===== config.mk =====
export PLATFORM = sky130hd
export DESIGN_NAME = operand_feeder
export DESIGN_NICKNAME = d
export VERILOG_FILES = /design/src/rtl/operand_feeder.sv
export SDC_FILE = /design/constraint.sdc
export NUM_CORES = 1
export LEC_CHECK = 0
export ABC_AREA = 1
export BUFFER_PORTS_ARGS = -buffer_cell sky130_fd_sc_hd__buf_2
export CAP_MARGIN = 40
export CORE_AREA = 2 2 82 84
export DETAILED_ROUTE_END_ITERATION = 12
export DIE_AREA = 0 0 84 86
export PLACE_DENSITY_LB_ADDON = 0.15
export SYNTH_ARGS = -nofsm -noshare
export SYNTH_HDL_FRONTEND = slang
export SYNTH_SLANG_ARGS = --single-unit

===== constraint.sdc =====
create_clock -name clk -period 3.1 [get_ports clk]
set_input_delay 0.465 -clock clk [delete_from_list [all_inputs] [get_ports clk]]
set_output_delay 0.465 -clock clk [all_outputs]
set_load 0.005 [all_outputs]

===== src/rtl/operand_feeder.sv =====
// operand_feeder: pairs consecutive bytes into (a, b) operands and buffers
// up to DEPTH pairs for the downstream sum stage.
// Optional feature macro: OPERAND_FEEDER_SUM_EN adds out_sum/out_carry,
// computed at push time and stored alongside each pair.
module operand_feeder #(
    parameter int unsigned DATA_W = 8,
    parameter int unsigned DEPTH  = 4
) (
    input  logic              clk,
    input  logic              rst_n,
    input  logic              in_valid,
    output logic              in_ready,
    input  logic [DATA_W-1:0] in_data,
    input  logic              flush,
    output logic              out_valid,
    input  logic              out_ready,
    output logic [DATA_W-1:0] out_a,
    output logic [DATA_W-1:0] out_b,
`ifdef OPERAND_FEEDER_SUM_EN
    output logic [DATA_W-1:0] out_sum,
    output logic              out_carry,
`endif
    output logic              pending,
    output logic [$clog2(DEPTH):0] pair_count
);

    localparam int unsigned PW = $clog2(DEPTH);
    localparam int unsigned CW = PW + 1;

    typedef enum logic {
        WAIT_A = 1'b0,
        HAVE_A = 1'b1
    } state_t;

    typedef struct packed {
`ifdef OPERAND_FEEDER_SUM_EN
        logic              carry;
        logic [DATA_W-1:0] sum;
`endif
        logic [DATA_W-1:0] a;
        logic [DATA_W-1:0] b;
    } entry_t;

    state_t            state_q, state_d;
    logic [DATA_W-1:0] hold_q, hold_d;
    logic [PW-1:0]     wr_q, wr_d;
    logic [PW-1:0]     rd_q, rd_d;
    logic [CW-1:0]     cnt_q, cnt_d;
    entry_t            mem_q [DEPTH];
    entry_t            wr_entry;
    logic              accept;
    logic              push;
    logic              pop;

    // Handshake qualifiers; flush and reset block acceptance, pop is blocked by flush
    assign in_ready = rst_n && !flush && ((state_q == WAIT_A) || (cnt_q < CW'(DEPTH)));
    assign accept   = in_valid && in_ready;
    assign push     = accept && (state_q == HAVE_A);
    assign pop      = out_valid && out_ready && !flush;

    assign out_valid  = (cnt_q != '0);
    assign pending    = (state_q == HAVE_A);
    assign pair_count = cnt_q;
    assign out_a      = mem_q[rd_q].a;
    assign out_b      = mem_q[rd_q].b;
`ifdef OPERAND_FEEDER_SUM_EN
    assign out_sum    = mem_q[rd_q].sum;
    assign out_carry  = mem_q[rd_q].carry;
`endif

    // Entry written on push: the held first operand plus the incoming byte
    always_comb begin
        wr_entry   = '0;
        wr_entry.a = hold_q;
        wr_entry.b = in_data;
`ifdef OPERAND_FEEDER_SUM_EN
        {wr_entry.carry, wr_entry.sum} = (DATA_W+1)'(hold_q) + (DATA_W+1)'(in_data);
`endif
    end

    // Next-state: pairing FSM, pointers and occupancy; flush overrides everything
    always_comb begin
        state_d = state_q;
        hold_d  = hold_q;
        wr_d    = wr_q;
        rd_d    = rd_q;
        cnt_d   = cnt_q;
        if (flush) begin
            state_d = WAIT_A;
            wr_d    = '0;
            rd_d    = '0;
            cnt_d   = '0;
        end else begin
            if (accept) begin
                if (state_q == WAIT_A) begin
                    hold_d  = in_data;
                    state_d = HAVE_A;
                end else begin
                    state_d = WAIT_A;
                    wr_d    = wr_q + PW'(1);
                end
            end
            if (pop) begin
                rd_d = rd_q + PW'(1);
            end
            cnt_d = cnt_q + CW'(push) - CW'(pop);
        end
    end

    // State register with synchronous reset
    always_ff @(posedge clk) begin
        if (!rst_n) begin
            state_q <= WAIT_A;
            hold_q  <= '0;
            wr_q    <= '0;
            rd_q    <= '0;
            cnt_q   <= '0;
        end else begin
            state_q <= state_d;
            hold_q  <= hold_d;
            wr_q    <= wr_d;
            rd_q    <= rd_d;
            cnt_q   <= cnt_d;
        end
    end

    // Pair storage; cleared only by reset, flush leaves contents alone
    always_ff @(posedge clk) begin
        if (!rst_n) begin
            for (int unsigned i = 0; i < DEPTH; i++) begin
                mem_q[i] <= '0;
            end
        end else if (push) begin
            mem_q[wr_q] <= wr_entry;
        end
    end

endmodule


# --- Word-level counts from Yosys, hierarchy flattened ---
# Memory sizes are Yosys's and may differ from the RTL's. A register that Yosys moved wholly into a read port is not among the register bits.
# Index checks and enable logic that the tools add are counted.
# Widths: inputs -> output; s select.
totals:
  mem_count: 1
  regBits: 16
  ramBits: 64
  mem_bits_ro: 0
  latch_bits: 0
  out_inout_bits: 22
  in_bits: 13
  wordCells: 37
classes:
  reduce_logical: 13
  multipliers: 0
  muxes: 10
  n_lt_le_gt_ge: 1
  add_sub_neg: 4
  eq_ne: 0
  shifts: 0
  div: 0
  n_bitwise: 3
memory_table:
  columns: ["memory", "depth", "width", "read_ports", "rd_ports_with_merged_regs", "wr", "line", "source"]
  rows:
  - ["mem_q", 4, 16, 1, 1, 4, "49", "entry_t mem_q [DEPTH];"]
op_table:
  columns: ["op", "n"]
  rows:
  - ["$mux 16", 1]
  - ["$reduce_or 16->1", 1]
  - ["$logic_and 1x1->1", 6]
  - ["$mux 1", 6]
  - ["$mux 2", 3]
  - ["$add 2x1->2 const B", 2]
  - ["$add 3x1->3", 1]
  - ["$lt 3x3->1 const B", 1]
  - ["$not 1->1", 3]
  - ["$reduce_and 3->1", 1]
  - ["$reduce_bool 3->1", 1]
  - ["$sub 3x1->3", 1]
  - ["$reduce_and 2->1", 1]
  - ["$reduce_or 2->1", 1]
  - ["$logic_not 1->1", 1]
  - ["$logic_or 1x1->1", 1]

# --- Depth between registers and ports, before layout ---
# Gate-level depths: netlist of run 1.
depth:
  ltp_word: 10
  mapped_depth: 12

# --- Least setup slack after synthesis of run 1 ---
# OpenSTA, ideal clock, no wires.
synth_timing:
  kind: "input-to-reg"
  from: "input port rst_n"
  to: "register cnt_q[2] (netlist: pair_count[2])"
  arrival_time_ps: 2237
  path_buffers: 2
  cell_stages: 12
  slack_ps: 745
  path_cell_list: "inv_2 > nor2_2 > nand4_2 > buf_2 > buf_2 > ha_1 > inv_1 > ha_1 > fa_1 > xnor2_1 > xnor2_1 > nor2_1"
synth_between:
  elab_chain_cells: 6
  word_cells_on_any_way: 8
  cone_classes: "2 x add/sub; 1 x bitwise; 5 x reduce/logical"
synth_lines:
  columns: ["item", "line", "source"]
  rows:
  - ["start, declared", "10", "input logic rst_n,"]
  - ["$logic_and 1x1->1 (2 in series)", "56", "assign in_ready = rst_n && !flush && ((state_q == WAIT_A) || (cnt_q < CW'(DEPTH)));"]
  - ["$logic_and 1x1->1", "57", "assign accept = in_valid && in_ready;"]
  - ["$logic_and 1x1->1", "58", "assign push = accept && (state_q == HAVE_A);"]
  - ["$add 3x1->3", "106", "cnt_d = cnt_q + CW'(push) - CW'(pop);"]
  - ["$sub 3x1->3", "106", null]
  - ["end signal, assigned", "123", "cnt_q <= cnt_d;"]
  - ["end, declared", "48", "logic [CW-1:0] cnt_q, cnt_d;"]
# Several ways; a longest one is shown, not always the timed one.
# A chain may end at the register's enable or synchronous reset.

==> reports/qor.yml, run 1 <==
setup_viol: 0
internal_power_mw: 1.65
postSynthCellCount: 351
crit_slowest_cell: "inv_2"
regArea_mm2: 0.00228
pwr-share-comb: 0.050
first_global_vias: 2357
fmax_mhz: 433
synthesis.area_mm2: 0.00358
ys_ff_latch: 82
cts_tree: "yes"
worstMarginPinSlew_ns: 0.640
multi_input_area_mm2: 0.00108
gp_congestion: 0.758
finClkSkew_ns: 0.00789
layout.nets: 406
die_h_um: 86
synthDominantCellAreaShare: 0.537
grt_usage: 0.221
worstSetupPathType: "reg -> out"
crit_chain: "buf_4 > inv_2 > nor2_1 > o22ai_1 > buf_2"
critPathCaptureType: "output pin"
dp_hpwl_mm: 4.76
final_cell_mix: "nor2_1 (101), edfxtp_1 (64), buf_2 (34)"
swShare: 0.214
cap_violations: 0
cts_buffers: 9
area_growth_pct: 13.1
fp.coreArea_mm2: 0.00628
synth_top_area_cell: "edfxtp_1"
hold_ws_ns: 0.375
max-vdd-ir-drop_mv: 0.331
stdcell_count: 472
async_flop_share: 0
powerDensity_mw_per_mm2: 518
status: "completed"
seq_power_share: 0.584
die_area_mm2: 0.00722
initial_core_util: 0.571
hold_viol: 0
p_clk_frac: 0.365
synth_cell_types: 29
yosys-top-cells-area: "edfxtp_1 (54%), nor2_1 (11%), dfxtp_1 (10%), nand2_1 (3.0%), inv_1 (2.9%)"
grt_max_degree: 34
clock_latency_ns: 0.35
antenna_cells: 0
clk_pin_slew_ns: 0.08
cp_max_fo: 33
slew_viol_final: 0
root_buffer: "clkbuf_8"
ant_nets: 0
routed_wl_mm: 7.46
synth_edf_count: 64
grt_pass1_wl_mm: 12.0
cts_max_level: 3
ys_warn_count: 0
cts_sinks: 82
drt_iter0_drc: 147
vias_per_cell: 5.35
ys.flop_type: "edfxtp_1"
start_kind: "register"
hp-class: "in -> reg"
yosysSeqAreaShare: 0.637
cp_data_arrival_time_ns: 1.84
worstHoldStart: "in_data[1]"
fin_total_pwr_mw: 2.10
io_pins: 35
wl_per_cell_um: 15.8
drc: 0
die_w_um: 84
postCtsSetupRepairBufs: 0
p_sw_mw: 0.449
drive_above_1_share: 0.208
clock_path_buffers: 2
placedCellCount: 456
leakagePower_nw: 1.64
fin_tns_setup_ns: 0
layout_commonest_cell: "nor2_1"
timing.final.crit_share: 0.745
fin_crit_ns: 2.31
critPathTopFamily: "buffers and inverters"
grt_overflow: 0
ctsResizeCount: 0
synth_nets: 367
fillers: 512
num_rows: 29
crit_buf_inv: 3
portBuffers: 34
final_core_utilization: 0.645
cp_data_required_time_ns: 2.63
routed-via-count: 2523
cts_hold_buf: 0
grt_setup_unrepaired: "false"
max_stage_delay_ns: 0.49
r2r-start: "pair_count[2]"
slew_headroom: 0.573
syn_area_per_cell_um2: 10.2
antenna_found_initial: 0
dr.pass1.iters: 4
area by class of cell:
class	count	share of cell area
Clock buffer	15	0.0485
Sequential cell	82	0.563
Tap cell	77	0.0238
Timing Repair Buffer	45	0.0655
Inverter	33	0.0306
Multi-Input combinational cell	219	0.267
Clock inverter	1	0.00124
Yosys cell counts, types with 2 or more instances:
| cell | count |
|---|---|
| nor2_2 | 2 |
| xnor2_1 | 2 |
| a21oi_1 | 5 |
| buf_2 | 3 |
| clkbuf_1 | 9 |
| nand2_1 | 29 |
| ha_1 | 2 |
| nor3_2 | 10 |
| nand4_1 | 2 |
| o22ai_1 | 16 |
| inv_1 | 28 |
| nor3_1 | 6 |
| o21ai_0 | 19 |
| nand2_2 | 3 |
| nor2_1 | 101 |
| o21ai_1 | 16 |
| inv_2 | 4 |
| dfxtp_1 | 18 |
| edfxtp_1 | 64 |
| buf_6 | 3 |
worst paths after layout:
check | to | depth (start not counted) | slack [ns]
hold reg to reg | register | 2 | 0.52
setup / recovery | out_b[2] | 5 | 0.79
setup reg to reg | pair_count[2] | 11 | 1.01
hold / removal | hold_q[1] | 3 | 0.38
kinds of logic after synthesis:
logic type                 after synthesis  synth area share
adders and majority gates                3            0.0126
and+or+nand+nor                        156             0.196
DFF                                     82             0.637
xor gates and xnor gates                 3           0.00734
buffers and inverters                   50            0.0608
AOI/OAI and AO/OA                       57            0.0859
sequential cells by signal, summed over array words and instances, names as in the netlist, named ones only:
register and count:
hold_q 8, rd_q 2, mem_q 64, pair_count 3, pending 1, wr_q 2
stage by stage:
stage | worst slack (ns) | area (um2)
after floorplan | 0.745 | 3580
after global placement | 0.725 | 3850
after detailed placement | 0.647 | 3850
after CTS | 0.774 | 4050
after global routing | 0.637 | 4050
final | 0.791 | 4050
tightest hold or removal path: stages:
cell and delay (ns):
buf_2 0.10, nor2_1 0.04, nor2_1 0.08
per-layer routing:
layer  up-vias  track usage  routed length [um]
met3        14       0.0346                 469
met2        80        0.357                3580
met1      1168        0.298                3260
met4         0        0.104                 150
met5         -            0                   0
li1       1261            -                   -
power by group through the flow:
stage	sequential (mW)	clock, mW	combinational (mW)
floorplan	1.25	0	0.0589
global placement	1.25	0	0.104
detailed placement	1.25	0	0.106
CTS	1.23	0.774	0.106
global route	1.23	0.820	0.116
finish	1.23	0.766	0.105
(Power assumes the default switching activity.)
==> run 2, diff against run 1 <==
--- a/config.mk
+++ b/config.mk
@@ -5,12 +5,12 @@
 export SDC_FILE = /design/constraint.sdc
 export NUM_CORES = 1
 export LEC_CHECK = 0
-export ABC_AREA = 1
+export ABC_AREA = 0
 export BUFFER_PORTS_ARGS = -buffer_cell sky130_fd_sc_hd__buf_2
 export CAP_MARGIN = 40
-export CORE_AREA = 2 2 82 84
+export CORE_AREA = 2 2 86 88
 export DETAILED_ROUTE_END_ITERATION = 12
-export DIE_AREA = 0 0 84 86
+export DIE_AREA = 0 0 88 90
 export PLACE_DENSITY_LB_ADDON = 0.15
 export SYNTH_ARGS = -nofsm -noshare
 export SYNTH_HDL_FRONTEND = slang
==> constraint.sdc (replaced) <==
create_clock -name clk -period 1.9 [get_ports clk]
set_input_delay 0.285 -clock clk [delete_from_list [all_inputs] [get_ports clk]]
set_output_delay 0.285 -clock clk [all_outputs]
set_load 0.005 [all_outputs]
==> run 2 against run 1 <==
Effect of this change: the run now ends with setup timing left; design area is 5.6% higher; clock power is 55% higher; global-route usage is 3.1 points lower; register-to-register slack worse by 1.2 ns; highest routed layer unchanged.
==> reports/qor.yml, run 2 <==
status: "complete, but fails checks"
violations: "setup timing"
yosysSeqAreaShare: 0.634
setup_viol: 2
synthDominantCellAreaShare: 0.534
routed-via-count: 2066
regMostFlops: "mem_q"
grt_usage: 0.190
ant_nets: 0
portBuffers: 34
crit_slowest_cell: "dfxtp_4"
wl_per_cell_um: 17.7
antenna_found_initial: 0
io_pins: 35
timing.final.crit_share: 1.09
grt_pass1_wl_mm: 11.0
drc: 0
cts_sinks: 82
cts_buffers: 9
start_kind: "register"
synth_top_area_cell: "edfxtp_1"
synth_common_cells: "edfxtp_1 (64), and2_1 (41), dfxtp_1 (18)"
async_flop_share: 0
powerDensity_mw_per_mm2: 786
hp-class: "in -> reg"
place_area_mm2: 0.00405
slew_viol_final: 0
routed_wl_mm: 7.07
postSynthCellCount: 239
grt_overflow: 0
critPathTopFamily: "adder cells"
grt_max_degree: 25
max_stage_delay_ns: 0.35
crit_buf_inv: 2
layout_setup_ws_ns: -0.164
area_growth_pct: 18.9
synthesis.area_mm2: 0.00360
crit_chain: "and4bb_1 > and2_4 > inv_2 > ha_4 > inv_2 > ha_4 > fa_2 > xnor2_2 > xnor2_1 > nor2_1"
cap_violations: 0
die_w_um: 88
leakagePower_nw: 1.70
fp.coreArea_mm2: 0.00702
synth.most_common_cell: "edfxtp_1"
cts_max_level: 3
clock_path_buffers: 2
fin_total_pwr_mw: 3.36
root_buffer: "clkbuf_8"
antenna_cells: 0
ys_warn_count: 0
placedCellCount: 381
synth_nets: 255
hold_viol: 0
synth_edf_count: 64
finClkSkew_ns: 0.00937
fmax_mhz: 485
cp_data_arrival_time_ns: 2.29
max-vdd-ir-drop_mv: 0.460
cp_data_required_time_ns: 2.13
dr.pass1.iters: 4
die_h_um: 90
final_cell_mix: "edfxtp_1 (64), and2_1 (40), buf_2 (34)"
worstMarginPinSlew_ns: 0.371
gp_congestion: 0.696
clk_pin_slew_ns: 0.08
final_area_mm2: 0.00428
num_rows: 31
worstSetupPathType: "reg -> reg"
vias_per_cell: 5.18
synth_cell_types: 31
ys.flop_type: "edfxtp_1"
clock_latency_ns: 0.35
ys_ff_latch: 82
yosys-top-cells-area: "edfxtp_1 (53%), dfxtp_1 (10%), mux4_2 (10%), and2_1 (7.1%), and3_1 (3.0%)"
first_global_vias: 2077
initial_core_util: 0.512
critPathCaptureType: "register"
fin_crit_ns: 2.06
slew_headroom: 0.752
stdcell_count: 399
largest_reg_flops: 64
layout_commonest_cell: "edfxtp_1"
grt_setup_unrepaired: "true"
drive_above_1_share: 0.370
cp_max_fo: 3
cts_tree: "yes"
drt_iter0_drc: 105
die_area_mm2: 0.00792
syn_area_per_cell_um2: 15.1
dp_hpwl_mm: 4.36
layout.nets: 311
==> run 2: changes by cell type after synthesis, moves of 17 or more <==
cell	previous run	this run
and2_1	0	41
and3_1	0	17
inv_1	28	5
nand2_1	29	4
nor2_1	101	4
==> run 2: per-layer routing <==
layer,up-vias,part of all wire,global-route usage
met3,7,0.049,0.0404
met4,0,0.012,0.0679
met2,49,0.52,0.321
li1,988,-,-
met5,-,0,0
met1,1022,0.42,0.239
==> run 2: area by class of cell <==
cell class	count	area (um2)
tap	99	124
inverter	5	18.8
clock buffer	9	124
multi-input combinational	138	1250
sequential	82	2290
timing repair buffer	59	413
fill	541	2740
clock inverter	7	60.1
==> run 2: logic make-up (layout without fill, tap and decap cells) <==
group	count (synthesis)	count (layout)	share of synthesized area
AO/OA/AOI/OAI	9	9	0.0125
XOR/XNOR	3	3	0.00731
adder cells (fa/ha/maj)	3	3	0.0125
buffers and inverters	19	80	0.0306
flip-flops	82	82	0.634
multiplexers	24	24	0.122
AND/OR/NAND/NOR	99	99	0.180
==> run 2: final timing paths <==
| check | startpoint | to | cells past startpoint | slack [ns] |
|---|---|---|---|---|
| max | pair_count[2] | pair_count[2] | 10 | -0.16 |
| min | in_data[5] | hold_q[5] | 3 | 0.25 |
| max reg2reg | pair_count[2] | pair_count[2] | 10 | -0.16 |
| min reg2reg | rd_q[1] | rd_q[1] | 2 | 0.49 |
==> run 2: tightest hold or removal path: stages <==
cell and delay (ns):
buf_2 0.11, mux2i_1 0.07, nor2b_1 0.09
==> run 2: power breakdown <==
group | internal (mW) | leakage [nW] | switching [mW] | total, mW
logic | 0.0803 | 0.793 | 0.0964 | 0.177
registers | 1.98 | 0.809 | 0.0192 | 2.00
clock network | 0.591 | 0.0955 | 0.597 | 1.19
==> run 2: repair_timing <==
item	in CTS	in global routing
hold buffers	0	0
setup buffers	1	0
gates resized for setup	1	3
endpoints found under the setup margin	2	31
pin swaps	6	0
gates cloned	0	1
==> run 2: metrics by stage <==
step | setup TNS (ns) | setup slack, ns | hold slack (ns) | util
2_1_floorplan | -0.409 | -0.282 | 0.437 | -
3_3_place_gp | -0.253 | -0.209 | 0.471 | 0.577
3_5_place_dp | -0.577 | -0.266 | 0.486 | 0.577
4_1_cts | -0.170 | -0.159 | 0.238 | 0.605
5_1_grt | -0.367 | -0.284 | 0.276 | 0.609
6_report | -0.176 | -0.164 | 0.247 | 0.609
